--- config.mk ---
export PLATFORM = sky130hd
export DESIGN_NAME = icache_refill_controller
export DESIGN_NICKNAME = d
export VERILOG_FILES = /design/src/rtl/icache_refill_controller_pkg.sv /design/src/rtl/icache_refill_controller_valid_array.sv /design/src/rtl/icache_refill_controller.sv
export SDC_FILE = /design/constraint.sdc
export NUM_CORES = 2
export LEC_CHECK = 0
export ABC_CLOCK_PERIOD_IN_PS = 3800
export CORE_AREA = 2 2 656 658
export DETAILED_ROUTE_END_ITERATION = 10
export DIE_AREA = 0 0 658 660
export PLACE_DENSITY = 0.3
export SETUP_SLACK_MARGIN = 0.5
export SLEW_MARGIN = 10
export SYNTH_ARGS = -nofsm -noshare
export SYNTH_HDL_FRONTEND = slang
export SYNTH_SLANG_ARGS = --single-unit
--- constraint.sdc ---
create_clock -name clk -period 3.8 [get_ports clk]
set_input_delay 0.76 -clock clk [delete_from_list [all_inputs] [get_ports clk]]
set_output_delay 0.76 -clock clk [all_outputs]
set_load 0.01 [all_outputs]
--- src/rtl/icache_refill_controller_pkg.sv ---
`default_nettype none
// ============================================================================
// icache_refill_controller_pkg : FSM state encoding and fixed widths
// Revision 1.0
// ============================================================================
package icache_refill_controller_pkg;

   localparam int WORD_WIDTH  = 32;
   localparam int STATE_WIDTH = 3;

   localparam logic [2:0] S_IDLE        = 3'd0;
   localparam logic [2:0] S_LOOKUP      = 3'd1;
   localparam logic [2:0] S_COMPARE     = 3'd2;
   localparam logic [2:0] S_REFILL_REQ  = 3'd3;
   localparam logic [2:0] S_REFILL_WAIT = 3'd4;
   localparam logic [2:0] S_WRITE       = 3'd5;

endpackage
`default_nettype wire

--- src/rtl/icache_refill_controller_valid_array.sv ---
`default_nettype none
// ============================================================================
// icache_valid_array : per-set valid flops, single-cycle clear of every set
// Revision 1.0
// ============================================================================
module icache_valid_array #(
   parameter int  SETS = 512,
   localparam int IB   = $clog2(SETS)
) (
   input  logic          clk,
   input  logic          rst,
   input  logic          clear_all,
   input  logic          set_en,
   input  logic [IB-1:0] set_idx,
   input  logic [IB-1:0] lookup_idx,
   output logic          lookup_valid
);

   logic [SETS-1:0] valid;

   // Clear wins over set so a fence can never leave a stale line marked valid.
   always_ff @(posedge clk) begin
      if (rst || clear_all) begin
         valid <= '0;
      end else if (set_en) begin
         valid[set_idx] <= 1'b1;
      end
   end

   assign lookup_valid = valid[lookup_idx];

endmodule
`default_nettype wire

--- src/rtl/icache_refill_controller.sv ---
`default_nettype none
// ============================================================================
// icache_refill_controller : direct-mapped I-cache lookup and line refill FSM
// Revision 1.0
// ============================================================================
module icache_refill_controller
   import icache_refill_controller_pkg::*;
#(
   parameter int  ADDRESS_WIDTH = 32,
   parameter int  LINE_WIDTH    = 512,
   parameter int  SETS          = 512,
   parameter int  READ_LATENCY  = 2,
   localparam int OB            = $clog2(LINE_WIDTH / 8),
   localparam int IB            = $clog2(SETS),
   localparam int TAG_WIDTH     = ADDRESS_WIDTH - IB - OB
) (
   input  logic                     clk,
   input  logic                     rst,
   input  logic [ADDRESS_WIDTH-1:0] pc_in,
   input  logic                     pc_valid,
   output logic                     pc_ready,
   input  logic                     fence_i,
   output logic [WORD_WIDTH-1:0]    instruction,
   output logic                     instr_valid,
   output logic [IB-1:0]            mem_read_address,
   output logic                     mem_read_enable,
   output logic [IB-1:0]            mem_write_address,
   output logic                     mem_write_enable,
   output logic [LINE_WIDTH-1:0]    data_mem_in,
   output logic [TAG_WIDTH-1:0]     tag_mem_in,
   input  logic [LINE_WIDTH-1:0]    data_mem_out,
   input  logic [TAG_WIDTH-1:0]     tag_mem_out,
   output logic [ADDRESS_WIDTH-1:0] l2_address,
   output logic                     l2_req_valid,
   input  logic                     l2_req_ready,
   input  logic                     l2_resp_valid,
   input  logic [LINE_WIDTH-1:0]    l2_resp_data
);

   localparam int         WB       = OB - 2;
   localparam logic [7:0] LAT_LAST = 8'(READ_LATENCY - 1);

   logic [STATE_WIDTH-1:0] state;
   logic [TAG_WIDTH-1:0]   tag_q;
   logic [IB-1:0]          idx_q;
   logic [WB-1:0]          word_q;
   logic [LINE_WIDTH-1:0]  line_q;
   logic [7:0]             lat_cnt;
   logic                   fence_pending;
   logic [WORD_WIDTH-1:0]  instr_q;
   logic                   instr_valid_q;
   logic                   idle;
   logic                   fence_now;
   logic                   accept;
   logic                   lookup_valid;
   logic                   hit;
   logic                   unused_pc_bits;

   assign idle           = (state == S_IDLE);
   // A fence that arrived while busy is applied in the first IDLE cycle.
   assign fence_now      = idle && (fence_i || fence_pending);
   assign pc_ready       = !rst && idle && !fence_now;
   assign accept         = pc_ready && pc_valid;
   assign unused_pc_bits = ^pc_in[1:0];

   icache_valid_array #(
      .SETS (SETS)
   ) u_valid_array (
      .clk          (clk),
      .rst          (rst),
      .clear_all    (fence_now),
      .set_en       (state == S_WRITE),
      .set_idx      (idx_q),
      .lookup_idx   (idx_q),
      .lookup_valid (lookup_valid)
   );

   assign hit = lookup_valid && (tag_mem_out == tag_q);

   assign mem_read_enable   = accept;
   assign mem_read_address  = accept ? pc_in[OB +: IB] : '0;
   assign mem_write_enable  = !rst && (state == S_WRITE);
   assign mem_write_address = mem_write_enable ? idx_q  : '0;
   assign data_mem_in       = mem_write_enable ? line_q : '0;
   assign tag_mem_in        = mem_write_enable ? tag_q  : '0;
   assign l2_req_valid      = !rst && (state == S_REFILL_REQ);
   assign l2_address        = l2_req_valid ? {tag_q, idx_q, {OB{1'b0}}} : '0;
   assign instruction       = rst ? '0 : instr_q;
   assign instr_valid       = !rst && instr_valid_q;

   always_ff @(posedge clk) begin
      if (rst) begin
         state         <= S_IDLE;
         tag_q         <= '0;
         idx_q         <= '0;
         word_q        <= '0;
         line_q        <= '0;
         lat_cnt       <= '0;
         fence_pending <= 1'b0;
         instr_q       <= '0;
         instr_valid_q <= 1'b0;
      end else begin
         instr_valid_q <= 1'b0;
         if (idle) begin
            fence_pending <= 1'b0;
         end else if (fence_i) begin
            fence_pending <= 1'b1;
         end

         case (state)
            S_IDLE: begin
               if (accept) begin
                  tag_q   <= pc_in[ADDRESS_WIDTH-1 -: TAG_WIDTH];
                  idx_q   <= pc_in[OB +: IB];
                  word_q  <= pc_in[2 +: WB];
                  lat_cnt <= 8'd1;
                  state   <= (READ_LATENCY > 1) ? S_LOOKUP : S_COMPARE;
               end
            end
            S_LOOKUP: begin
               if (lat_cnt == LAT_LAST) begin
                  state <= S_COMPARE;
               end else begin
                  lat_cnt <= lat_cnt + 8'd1;
               end
            end
            S_COMPARE: begin
               if (hit) begin
                  instr_q       <= data_mem_out[WORD_WIDTH*word_q +: WORD_WIDTH];
                  instr_valid_q <= 1'b1;
                  state         <= S_IDLE;
               end else begin
                  state <= S_REFILL_REQ;
               end
            end
            S_REFILL_REQ: begin
               if (l2_req_ready) begin
                  state <= S_REFILL_WAIT;
               end
            end
            S_REFILL_WAIT: begin
               if (l2_resp_valid) begin
                  line_q <= l2_resp_data;
                  state  <= S_WRITE;
               end
            end
            S_WRITE: begin
               instr_q       <= line_q[WORD_WIDTH*word_q +: WORD_WIDTH];
               instr_valid_q <= 1'b1;
               state         <= S_IDLE;
            end
            default: state <= S_IDLE;
         endcase
      end
   end

endmodule
`default_nettype wire

==> reports/results.ini <==
[outcome]
status=finished, final reports clean

[final_layout]
seq_area_um2=22000
drive_above_1_share_pct=26.1
fill_cells=46804
stdcell_count=13752
area_delta_synth_final_pct=70.8
layout.nets=8884
multi_input_area_um2=29000
final_util_pct=21.0

[route]
drtPass1Iterations=6
routed_wl_um=544000
avgViaCountPerCell=4.08
routedWlPerCell_um=39.6
drt_iter0_drc=4456
ant_nets=0
drc=0
via_count=56173

[grt]
overflow=0
grt_use_total_pct=23.9
grt_pass1_wl_um=664000
grt_max_degree=114
antenna_found_initial=377
grt_pass1_vias=54258

[worst_hold_path]
holdPathStages=2
holdPathEnd=tag_q[14]
min_from=rst
hold_class=input pin to register

[placement]
hpwlAfterDp_um=449000
portBuffers=1686
routabilityCongestion=0.956
detailedPlace.worstSlack_ps=78.1
place_inst=13130

[synth]
ys_top_cells_by_count=nand2_1 (1126), dfxtp_1 (1099), a21oi_1 (1075), nor2_1 (569), and2_1 (560)
synth-xor-area-share_pct=0.384
ys_seq_area_share_pct=42.0
synthFlopType=dfxtp_1
synth.area.top_cells=dfxtp_1 (42%), mux4_2 (16%), a21oi_1 (10%)
synthAdderAreaFrac_pct=0.0478
yosys.area.top_type=dfxtp_1
synthCells=5912
synth.most_common_cell=nand2_1
synthMuxAreaShare_pct=20.2
synth.avg_cell_area_um2=8.86
ys_ff_latch=1099
yosys.area_share.simple_pct=21.1
synth_top_family_by_area=simple AND/OR/NAND/NOR gates
async_reset_ff_share_pct=0
synth_compound_area_share_pct=12.0
synth_top_area_share_pct=42.0
synth_edf_count=0
ys_warn_count=0
synth_cell_types=56
synth_area_um2=52400

[worst_setup_path]
critPathCaptureType=primary output
rr_worst_depth=14
required_ps=3040
startpoint_type=register
arrival_ps=3010
critPathKind=register to primary output
r2r-end=instr_q[15]
rrSetupSlack_ps=290
timing.rr.start=idx_q[1]
critPathMaxFanout=6

[floorplanning]
core_um2=427000
initial_core_util_pct=12.3
fp.dieH_um=660
pin_count=1695
die_width_um=658
num_rows=240
die_area_um2=434000

[sta]
timing.final.crit_share_pct=99.3
drv_slew=0
worst_pin_slew_ps=1210
finClkSkew_ps=68.8
hold_slack_ps=165
postLayoutSetupSlackWorst_ps=25.2
grt_setup_unrepaired=yes
fin_tns_setup_ps=0
max_freq_mhz=265
hold_viol=0
maxSlewHeadroom_pct=18.8
period_minus_slack_ps=3770
setup_viol=0

[power_and_ir_drop]
p_leak_uw=0.0315
ir_worst_vdd_mv=0.322
power_density_nw_per_um2=367

[clocking]
cts.clk_slew.worst_paths_ps=60
cts_buffers=165
tritoncts=yes
clock_sinks=1099
clk_path_buf_depth=4
cts-root-buf=clkbuf_16
htree_num_levels=4
insertion_delay_ps=900

[job]
drv_cap=0

-- critical path, cell delays in order, from the launching register on --
cell and delay [ps]:
dfxtp_4 340, nand2b_4 130, or2_4 270, nor2_4 110
buf_12 130, buf_16 140, buf_16 160, buf_12 140
buf_16 140, buf_12 120, and2_4 150, buf_12 120
buf_12 100
-- layer usage --
layer / global-route usage (%) / share of wire, %
met5: 0 / 0.094
met4: 8.04 / 4.3
met1: 29.4 / 42
met2: 42.0 / 49
met3: 4.23 / 5.1
-- cell families after synthesis --
group	after synthesis
fa+ha+maj	2
compound gates	1199
flops	1099
xor+xnor	23
simple gates	2462
buf+inv	560
other cells	1
mux	566
-- sequential cells by signal (all words and copies together), names as in the netlist, 3 cells and up --
name / count
line_q: 512
u_valid_array.valid: 512
instr_q: 32
word_q: 4
lat_cnt: 8
state: 3
tag_q: 17
idx_q: 9
-- worst max-delay path by stage --
stage                         from               end  slack, ps  cells after the start
after floorplan           state[0]  data_mem_in[378]        510                     11
after global placement    idx_q[0]       instr_q[23]        -10                     13
after detailed placement  idx_q[0]       instr_q[23]         80                     13
after CTS                 state[1]  data_mem_in[247]       -180                     12
after global routing      state[1]  data_mem_in[199]        -70                     12
final                     state[1]  data_mem_in[199]         30                     12
-- final cells by class --
class | count | area share, %
sequential | 1099 | 24.6
clock buffer | 227 | 5.30
inverter | 17 | 0.0713
tap | 5687 | 7.95
multi-input combinational | 4258 | 32.4
timing repair buffer | 2262 | 28.3
clock inverter | 68 | 0.955
antenna | 134 | 0.375
-- repair_timing --
item | 4_1_cts | 5_1_grt
hold buffers | 0 | 0
resized for setup | 1352 | 751
cloned | 34 | 26
pin swaps | 11 | 11
setup endpoints to repair | 602 | 603
buffers inserted | 61 | 72
-- per-stage QoR --
step           total power, uW  instance area (um^2)
6_report                 32900                 89500
5_1_grt                  34000                 89400
4_1_cts                  33400                 87200
3_5_place_dp             16500                 79600
3_3_place_gp             16500                 79600
2_1_floorplan            13400                 52400
-- where the power goes --
group	internal [uW]	switching (uW)	leakage (uW)
clock network	9780	6680	0.00274
registers	11600	123	0.00885
logic	2100	2590	0.0199
total	23500	9400	0.0315
-- cell usage in the layout, fill, tap and decap left out, types with 230 or more instances in the layout --
master           synthesis  routed
a21oi_1               1075    1074
and2_1                 560     312
and2_4                   0     234
buf_12                   0     250
buf_4                   20     394
buf_6                    4     230
clkdlybuf4s50_1          0    1117
dfxtp_1               1099    1091
mux4_2                 374     374
nand2_1               1126    1121
nor2_1                 569     563
Power figures use the tool's default switching activity.
